==> src/rtl/bcd_pkg.sv <==
// Shared definitions for the BCD conversion and arithmetic stages.
package bcd_pkg;

    localparam int         DIGIT_W    = 4;
    localparam logic [3:0] ADJ_THRESH = 4'd5;
    localparam logic [3:0] ADJ_VAL    = 4'd3;

    typedef enum logic [1:0] {
        IDLE,
        SHIFT,
        DONE
    } b2b_state_t;

endpackage

==> src/rtl/bcd_digit_adjust.sv <==
// Double-dabble digit correction: add 3 to any digit of 5 or more before the shift.
module bcd_digit_adjust
    import bcd_pkg::*;
(
    input  logic [DIGIT_W-1:0] d,
    output logic [DIGIT_W-1:0] q
);

    // Conditional +3; a 4-bit add is enough because the result never exceeds 12.
    always_comb begin
        q = d;
        if (d >= ADJ_THRESH) begin
            q = d + ADJ_VAL;
        end
    end

endmodule

==> src/rtl/bin_to_bcd_seq.sv <==
// Sequential binary-to-BCD converter, one input bit per clock (shift-add-3).
module bin_to_bcd_seq
    import bcd_pkg::*;
#(
    parameter int BIN_W  = 8,
    parameter int DIGITS = 3
) (
    input  logic                      clk,
    input  logic                      rst,
    input  logic                      start,
    input  logic [BIN_W-1:0]          bin_in,
    output logic                      busy,
    output logic                      done,
    output logic [DIGIT_W*DIGITS-1:0] bcd_out,
    output logic                      overflow
);

    localparam int BCD_W = DIGIT_W * DIGITS;
    localparam int CNT_W = $clog2(BIN_W + 1);

    b2b_state_t       state;
    b2b_state_t       state_nxt;
    logic [BIN_W-1:0] shreg;
    logic [BCD_W-1:0] scratch;
    logic [BCD_W-1:0] adj;
    logic [BCD_W-1:0] shifted;
    logic [CNT_W-1:0] cnt;
    logic             ovf_acc;
    logic             last;

    genvar g;
    generate
        for (g = 0; g < DIGITS; g++) begin : g_adj
            bcd_digit_adjust u_adj (
                .d (scratch[g*DIGIT_W +: DIGIT_W]),
                .q (adj[g*DIGIT_W +: DIGIT_W])
            );
        end
    endgenerate

    // Adjusted scratch shifted left with the next binary bit entering at the bottom.
    always_comb begin
        shifted = {adj[BCD_W-2:0], shreg[BIN_W-1]};
        last    = (cnt == CNT_W'(BIN_W - 1));
    end

    // State register.
    always_ff @(posedge clk or posedge rst) begin
        if (rst) begin
            state <= IDLE;
        end else begin
            state <= state_nxt;
        end
    end

    // Next-state logic and handshake outputs.
    always_comb begin
        state_nxt = state;
        busy      = 1'b0;
        done      = 1'b0;
        case (state)
            IDLE: begin
                if (start) begin
                    state_nxt = SHIFT;
                end
            end
            SHIFT: begin
                busy = 1'b1;
                if (last) begin
                    state_nxt = DONE;
                end
            end
            DONE: begin
                done      = 1'b1;
                state_nxt = IDLE;
            end
            default: state_nxt = IDLE;
        endcase
    end

    // Datapath: operand capture, shift/adjust, result registers.
    // Result registers load from the final shift so they are already valid in the DONE cycle.
    always_ff @(posedge clk or posedge rst) begin
        if (rst) begin
            shreg    <= '0;
            scratch  <= '0;
            cnt      <= '0;
            ovf_acc  <= 1'b0;
            bcd_out  <= '0;
            overflow <= 1'b0;
        end else begin
            case (state)
                IDLE: begin
                    if (start) begin
                        shreg   <= bin_in;
                        scratch <= '0;
                        cnt     <= '0;
                        ovf_acc <= 1'b0;
                    end
                end
                SHIFT: begin
                    scratch <= shifted;
                    shreg   <= {shreg[BIN_W-2:0], 1'b0};
                    cnt     <= cnt + 1'b1;
                    ovf_acc <= ovf_acc | adj[BCD_W-1];
                    if (last) begin
                        bcd_out  <= shifted;
                        overflow <= ovf_acc | adj[BCD_W-1];
                    end
                end
                default: ;
            endcase
        end
    end

endmodule

==> config.mk <==
export PLATFORM = sky130hd
export DESIGN_NAME = bin_to_bcd_seq
export DESIGN_NICKNAME = d
export VERILOG_FILES = /design/src/rtl/bcd_pkg.sv /design/src/rtl/bcd_digit_adjust.sv /design/src/rtl/bin_to_bcd_seq.sv
export SDC_FILE = /design/constraint.sdc
export NUM_CORES = 1
export LEC_CHECK = 0
export CORE_AREA = 5 5 64 66
export CTS_CLUSTER_SIZE = 24
export DETAILED_ROUTE_END_ITERATION = 10
export DIE_AREA = 0 0 69 71
export PLACE_DENSITY = 0.85
export SETUP_SLACK_MARGIN = 0.15
export SLEW_MARGIN = 10
export SYNTH_ARGS = -nofsm -noshare
export SYNTH_HDL_FRONTEND = slang
export SYNTH_SLANG_ARGS = --single-unit
export TNS_END_PERCENT = 100
==> constraint.sdc <==
create_clock -name clk -period 3.1 [get_ports clk]
set_input_delay 0.465 -clock clk [delete_from_list [all_inputs] [get_ports clk]]
set_output_delay 0.465 -clock clk [all_outputs]
set_load 0.005 [all_outputs]
==> results.cfg, run 1 <==
[logic_synthesis]
async_flop_share_pct = 100.0
syn_nets = 212
yosys_warnings = 0
ys_ff_latch = 40
synthesis.area_mm2 = 0.001932
synth_area_per_cell_um2 = 9.958
ys.flop_type = dfrtp_1
synthCells = 194
synthDistinctLibCells = 29
yosysSeqAreaShare_pct = 51.81
synth_edf_count = 0

[sta]
layout_setup_ws_ns = 0.6849
fmax_mhz = 414.1
finalSetupTns_ns = 0
hold_viol = 0
finalClockSkew_ns = 0.009240
finalCritPeriodShare_pct = 77.91
grt_setup_unrepaired = false
slew_viol_final = 0
final-setup-viol-count = 0
min_period_ns = 2.415
slew_headroom_pct = 56.06
worst_pin_slew_ns = 0.6586

[clock_network]
tritoncts = done
worstSkewPairLatency_ns = 0.35
cts_hold_buf = 0
numCtsBuffers = 5
ctsHtreeMaxLevel = 2
cts_resized = 0
post_cts_buffers = 0
clk_pin_slew_ns = 0.12
numClockSinks = 40
clockBufferDepth = 2
cts_root_buf = clkbuf_4

[global_route]
grt_first_pass_wirelength_um = 6147
grt_util_all_layers_pct = 15.62
grt_overflow_total = 0
first_global_vias = 1423
antenna_found_initial = 0
grt_max_degree = 41

[route]
top_layer = met4
drc = 0
vias = 1466
post_drt_wl_per_cell_um = 13.70
routed_wirelength_um = 3657
viasPerCell = 5.491
drt_pass1_iterations = 4
drt_iter0_markers = 89
wl_met2_um = 1740
drtAntennaViolNets = 0
wl_met1_um = 1703
route.met3.wl_um = 149

[layout]
nets = 236
fin_area_mm2 = 0.002277
area_growth_pct = 17.88
final_common_cell = dfrtp_1
drive_above_1_share_pct = 9.589
postLayoutCoreUtil_pct = 64.63
antenna_cells = 0
mostFrequentLayoutCells = 40 x dfrtp_1, 31 x o21ai_0, 25 x clkdlybuf4s50_1

[pwr]
netSwitchingFraction_pct = 37.22
power_density_mw_per_mm2 = 1010
p_seq_share_pct = 41.4
pwr-share-clk_pct = 14.6
p_total_uw = 2300
static-leakage-power_uw = 0.0009870
p_comb_share_pct = 43.9
switchingPower_uw = 855.8
p_int_uw = 1444
ir_drop_v = 0.0005517

[placement]
io_buffers = 25
gp_congestion = 0.8081
place_ws_ns = 1.060
hpwl_um = 2570
place_area_mm2 = 0.002201

[floorplan]
ios = 26
dieArea_mm2 = 0.004899
core_mm2 = 0.003523
die_h_um = 71
die_x_um = 69
initial_core_util_pct = 54.83
rows = 22

[hold_path]
hp-class = flop to flop
hp-start = bcd_out[4]
hold_end = bcd_out[4]
min_path_cells = 2

[critical_path]
critPathMaxFanout = 16
reg2reg_from = state[0]
r2r_setup_slack_ns = 1.10
cp-start-kind = flop
worstPathRequired_ns = 2.63
cp.arrival_ns = 1.95
rr_endpoint = bcd_out[1]
critPathKind = flop to output port
worst_setup_path_end_kind = output port
r2r_cells = 5

[flow_run]
timing.max_cap.violations = 0

[run_status]
outcome = finished clean
[synth_stat cells, drive strengths merged (3+ instances only)]
library cell  instances  area (um^2)
dfrtp                40         1001
o21ai                31        155.2
nand2                23        88.84
a21oi                16        80.08
inv                   9        33.79
nor2b                 9        56.30
a22oi                 7        52.55
buf                   7        41.29
ha                    7        87.58
nor2                  7        26.28
a22o                  6        52.55
mux2                  6        71.31
nand2b                4        32.53
nor3                  4        20.02
a31oi                 3        18.77
nor3b                 3        22.52
xnor2                 3        26.28
[kinds of logic after synthesis]
kind of cell | synth area share (%)
buf+inv | 4.275
xor+xnor | 1.360
simple gates | 14.77
fa+ha+maj | 4.533
flops | 51.81
mux | 3.691
compound gates | 19.56
[stage by stage]
| stage | instances | hold WS [ns] |
|---|---|---|
| finish | 267 | 0.4953 |
| global route | 267 | 0.5205 |
| CTS | 267 | 0.5028 |
| detailed placement | 259 | 0.4747 |
| global placement | 259 | 0.4602 |
| floorplan | 194 | 0.4484 |
[worst max path at each step]
| stage | start | to | slack (ns) | cells after the start |
|---|---|---|---|---|
| floorplan | scratch[4] | scratch[6] | 1.59 | 5 |
| global route | state[0] | busy | 0.54 | 3 |
| CTS | state[0] | busy | 0.68 | 3 |
| finish | state[0] | busy | 0.68 | 3 |
| detailed placement | start | scratch[7] | 1.06 | 4 |
| global placement | state[0] | busy | 1.09 | 3 |
[routing by layer]
metal / GRT usage [%] / vias up
met2: 26.38 / 36
met4: 6.941 / 0
met5: 0 / -
met3: 4.119 / 5
met1: 18.80 / 701
li1: - / 724
[area by class of cell]
type,count,area (um^2)
Clock buffer,6,41.29
Clock inverter,2,35.03
Fill cell,317,1246
Inverter,9,33.78
Multi-Input combinational cell,136,848.3
Sequential cell,40,1001
Tap cell,48,60.06
Timing Repair Buffer,26,257.7
[critical path, stage by stage, from the launching register on]
cell	delay [ns]
dfrtp_1	0.62
nand2b_4	0.18
inv_2	0.25
clkdlybuf4s50_1	0.56
[flip-flops by register name (all words and copies together), names as in the netlist]
signal / cells
cnt: 4
shreg: 8
state: 2
overflow: 1
bcd_out: 12
ovf_acc: 1
scratch: 12
[power by group through the flow]
| stage | clock [uW] | combinational [uW] | sequential, uW |
|---|---|---|---|
| 2_1_floorplan | 0 | 717 | 912 |
| 3_3_place_gp | 0 | 978 | 952 |
| 3_5_place_dp | 0 | 1020 | 959 |
| 4_1_cts | 344 | 1030 | 949 |
| 5_1_grt | 362 | 1150 | 989 |
| 6_report | 336 | 1010 | 953 |
Power figures use the tool's default switching activity.
==> run 2: changes to the inputs <==
CORE_AREA = 5 5 69 71   (was 5 5 64 66)
DIE_AREA = 0 0 74 76   (was 0 0 69 71)
PLACE_DENSITY = 0.77   (was 0.85)
clock period = 2.13 ns   (was 3.1 ns; I/O delays follow)
==> run 2 against run 1 <==
Net effect:
- critical path type unchanged
- non-clock buffer count rose by 4
- largest power group unchanged
- design area grew 3.2%
- count of clock-buffer cells in the layout did not move
- highest routed layer unchanged
- critical path depth is the same
- die area grew 15%
==> results.cfg, run 2 (synthesized netlist as in run 1, its figures left out) <==
[clock_network]
numCtsBuffers = 5
worstSkewPairLatency_ns = 0.29
tritoncts = done
clockBufferDepth = 2
cts_hold_buf = 0
clk_pin_slew_ns = 0.08
ctsHtreeMaxLevel = 2
numClockSinks = 40
cts_root_buf = clkbuf_8

[global_route]
grt_util_all_layers_pct = 15.56
antenna_found_initial = 0
grt_first_pass_wirelength_um = 6858
first_global_vias = 1494
grt_overflow_total = 0
grt_max_degree = 41

[sta]
final-setup-viol-count = 0
worst_pin_slew_ns = 0.4954
slew_headroom_pct = 66.97
hold_viol = 0
fmax_mhz = 523.0
finalSetupTns_ns = 0
finalCritPeriodShare_pct = 89.76
grt_setup_unrepaired = false
finalClockSkew_ns = 0.008356
min_period_ns = 1.912
slew_viol_final = 0

[pwr]
static-leakage-power_uw = 0.001022
power_density_mw_per_mm2 = 1501
ir_drop_v = 0.0007146

[route]
viasPerCell = 5.415
drt_iter0_markers = 52
drt_pass1_iterations = 4
drc = 0
vias = 1489
post_drt_wl_per_cell_um = 14.07
routed_wirelength_um = 3868
drtAntennaViolNets = 0

[critical_path]
rr_endpoint = bcd_out[2]
crit_end = busy
critPathMaxFanout = 16
r2r_cells = 6
worst_setup_path_end_kind = output port
worstPathRequired_ns = 1.81
crit_start = state[1]
cp.arrival_ns = 1.59
r2r_setup_slack_ns = 0.43
critPathKind = flop to output port
cp-start-kind = flop
reg2reg_from = scratch[1]

[floorplan]
rows = 24
die_h_um = 76
initial_core_util_pct = 46.28
die_x_um = 74
core_mm2 = 0.004174
dieArea_mm2 = 0.005624
ios = 26

[layout]
antenna_cells = 0
postLayoutCoreUtil_pct = 56.32
mostFrequentLayoutCells = 40 x dfrtp_1, 31 x o21ai_0, 25 x clkdlybuf4s50_1
reg_top3 = bcd_out x12, scratch x12, shreg x8
nets = 240
final_common_cell = dfrtp_1
fill_cells = 356
drive_above_1_share_pct = 11.21
area_growth_pct = 21.70

[placement]
gp_congestion = 0.7699
io_buffers = 25
hpwl_um = 2584

[hold_path]
hp-class = input pin to async pin

[flow_run]
timing.max_cap.violations = 0

[run_status]
outcome = finished clean
-- run 2: cell count changes in the layout (fill, tap and decap cells not counted), sizes merged --
cell and change:
buf +4
-- run 2: where the power goes --
| group | internal [uW] | switching (uW) | total (uW) | leakage (uW) |
|---|---|---|---|---|
| clock network | 348 | 258 | 606 | 0.0000552 |
| registers | 1100 | 267 | 1360 | 0.000503 |
| logic | 798 | 763 | 1560 | 0.000464 |
| total | 2240 | 1290 | 3530 | 0.00102 |
-- run 2: worst max-delay path, stage by stage (launching register included) --
cell             delay [ns]
dfrtp_1                0.39
nand2b_4               0.25
inv_8                  0.15
clkdlybuf4s50_1        0.51
-- run 2: per-layer routing --
layer / routed length [um] / share of wire (%) / global-route usage [%] / vias to the layer above
li1: - / - / - / 729
met5: 0 / 0 / 0 / -
met2: 1889 / 49 / 24.20 / 32
met4: 80 / 2.1 / 6.884 / 0
met1: 1764 / 46 / 19.88 / 721
met3: 133 / 3.4 / 4.354 / 7
-- run 2: layout make-up --
type / count / area, um^2 / share of cell area, %
Sequential cell: 40 / 1001 / 42.58
Timing Repair Buffer: 30 / 287.8 / 12.24
Clock inverter: 2 / 35.03 / 1.490
Inverter: 9 / 41.29 / 1.756
Multi-Input combinational cell: 136 / 848.3 / 36.08
Clock buffer: 6 / 72.57 / 3.087
Tap cell: 52 / 65.06 / 2.767
-- run 2: through the flow --
step           area [um^2]  total power [uW]  instances  hold slack, ns  setup slack, ns
5_1_grt               2351              3823        275          0.4935           0.1556
4_1_cts               2346              3541        275          0.4602           0.1523
3_3_place_gp          2236              2850        267          0.4644           0.4235
6_report              2351              3529        275          0.4399           0.2181
2_1_floorplan         1932              2370        194          0.4484           0.6164
3_5_place_dp          2236              2911        267          0.4689           0.3678
-- run 2: how the worst min path moves through the flow --
stage                     depth (start not counted)   startpoint          end  slack [ns]
final                                             3          rst     shreg[4]        0.44
after floorplan                                   2      ovf_acc      ovf_acc        0.45
after global routing                              3          rst   bcd_out[9]        0.49
after detailed placement                          2   bcd_out[0]   bcd_out[0]        0.47
after CTS                                         3          rst     shreg[3]        0.46
after global placement                            2  bcd_out[10]  bcd_out[10]        0.46
-- run 2: timing repair --
action | 4_1_cts | 5_1_grt
pin swaps | 0 | 0
buffers inserted | 0 | 0
resized for setup | 1 | 2
endpoints found under the setup margin | 1 | 1
==> run 3: changes to the inputs <==
CELL_PAD_IN_SITES_DETAIL_PLACEMENT = 1   (was not set)
CELL_PAD_IN_SITES_GLOBAL_PLACEMENT = 1   (was not set)
CORE_AREA = 5 5 78 80   (was 5 5 69 71)
DIE_AREA = 0 0 83 85   (was 0 0 74 76)
PLACE_DENSITY = 0.76   (was 0.77)
==> run 3 against run 2 <==
Net effect:
- combinational power is essentially flat
- clock skew down 0.0027 ns
- via count grew 0.54%
- sequential power is essentially flat
- setup slack better by 0.013 ns
- largest power group unchanged
- highest routed layer unchanged
==> results.cfg, run 3 (synthesized netlist as in run 1, its figures left out) <==
[placement]
gp_congestion = 0.7678
place_ws_ns = 0.3875
hpwl_um = 3082
io_buffers = 25

[flow_run]
timing.max_cap.violations = 0

[route]
routed_wirelength_um = 4429
drtAntennaViolNets = 0
vias = 1497
drt_iter0_markers = 89
post_drt_wl_per_cell_um = 14.96
drt_pass1_iterations = 4
viasPerCell = 5.057
drc = 0

[clock_network]
numClockSinks = 40
worstSkewPairLatency_ns = 0.29
clk_pin_slew_ns = 0.08
clockBufferDepth = 2
cts_root_buf = clkbuf_8
ctsHtreeMaxLevel = 2
cts_hold_buf = 0
numCtsBuffers = 5
tritoncts = done

[sta]
slew_viol_final = 0
finalClockSkew_ns = 0.005705
layout_setup_ws_ns = 0.2311
final-setup-viol-count = 0
holdWs_ns = 0.4561
fmax_mhz = 526.6
grt_setup_unrepaired = false
finalCritPeriodShare_pct = 89.15
finalSetupTns_ns = 0
min_period_ns = 1.899
hold_viol = 0
slew_headroom_pct = 65.39
worst_pin_slew_ns = 0.5191

[layout]
postLayoutCoreUtil_pct = 44.33
drive_above_1_share_pct = 11.16
antenna_cells = 0
final_common_cell = dfrtp_1
area_growth_pct = 22.47
reg_top3 = bcd_out x12, scratch x12, shreg x8
nets = 241
mostFrequentLayoutCells = 40 x dfrtp_1, 31 x o21ai_0, 24 x clkdlybuf4s50_1

[floorplan]
ios = 26
core_mm2 = 0.005338
die_x_um = 83
initial_core_util_pct = 36.19
rows = 27
dieArea_mm2 = 0.007055
die_h_um = 85

[critical_path]
r2r_setup_slack_ns = 0.40
worst_setup_path_end_kind = output port
critPathMaxFanout = 16
critPathKind = flop to output port
r2r_cells = 6
cp-start-kind = flop
timing.critical_path.cells = nand2b_4 -> inv_6 -> clkdlybuf4s50_1
slowest_delay_ns = 0.52
reg2reg_from = scratch[5]
cp.arrival_ns = 1.58
crit_slowest_cell = clkdlybuf4s50_1
rr_endpoint = scratch[6]
path_buf_inv = 2
crit_family = buffers and inverters
worstPathRequired_ns = 1.81

[global_route]
grt_first_pass_wirelength_um = 7596
first_global_vias = 1523
grt_overflow_total = 0
grt_util_all_layers_pct = 13.63
antenna_found_initial = 0
grt_max_degree = 41

[hold_path]
hp-class = input pin to async pin

[pwr]
p_total_uw = 3459
static-leakage-power_uw = 0.001035
power_density_mw_per_mm2 = 1462
ir_drop_v = 0.0005442

[run_status]
outcome = finished clean
## run 3: changes by cell type in the layout (fill, tap and decap cells not counted), sizes merged
cell           previous run  this run
buf                       5         6
clkbuf                    6         8
clkdlybuf4s50            25        24
dlymetal6s2s              0         1
clkinv                    1         0
bufinv                    1         0
## run 3: how the worst max path moves through the flow
stage,depth (start not counted),endpoint,startpoint
6_report,3,busy,state[1]
4_1_cts,3,busy,state[1]
3_5_place_dp,6,scratch[6],scratch[5]
2_1_floorplan,5,scratch[6],scratch[4]
5_1_grt,3,busy,state[1]
3_3_place_gp,3,busy,state[1]
## run 3: area by class of cell
cell class	instances	area (um^2)
well taps	72	90.09
flip-flops and latches	40	1001
inverters	9	38.79
repair buffers	31	297.8
fillers	630	2972
clock buffers	8	90.09
multi-input cells	136	848.3
## run 3: report_power, final
| part | internal [uW] | leakage, uW | total, uW | switching (uW) |
|---|---|---|---|---|
| logic | 797 | 0.000486 | 1570 | 776 |
| registers | 1100 | 0.000503 | 1370 | 271 |
| clock network | 264 | 0.0000455 | 519 | 254 |
| total | 2160 | 0.00103 | 3460 | 1300 |
## run 3: repair_timing
| item | in CTS | in global routing |
|---|---|---|
| setup buffers | 0 | 0 |
| resized for setup | 1 | 2 |
| endpoints found under the setup margin | 1 | 2 |
| hold endpoints to repair | 0 | 0 |
| cloned | 0 | 0 |
## run 3: worst register-to-register path: cells and delay by family (launching register included)
kind / cells / cell delay, ns
fa+ha+maj: 1 / 0.22
mux: 1 / 0.39
compound gates: 2 / 0.44
flops: 1 / 0.40
buf+inv: 1 / 0.10
simple gates: 1 / 0.10
## run 3: per-stage QoR
stage,area [um^2],std cells
floorplan,1932,194
global placement,2268,288
detailed placement,2268,288
CTS,2361,296
global route,2366,296
finish,2366,296
## run 3: routing by layer
layer	vias to the layer above	track usage [%]	share of wire [%]
met5	-	0	0
met4	0	5.795	2.0
met3	6	3.204	2.0
met2	12	23.54	51
met1	748	16.25	45
li1	731	-	-
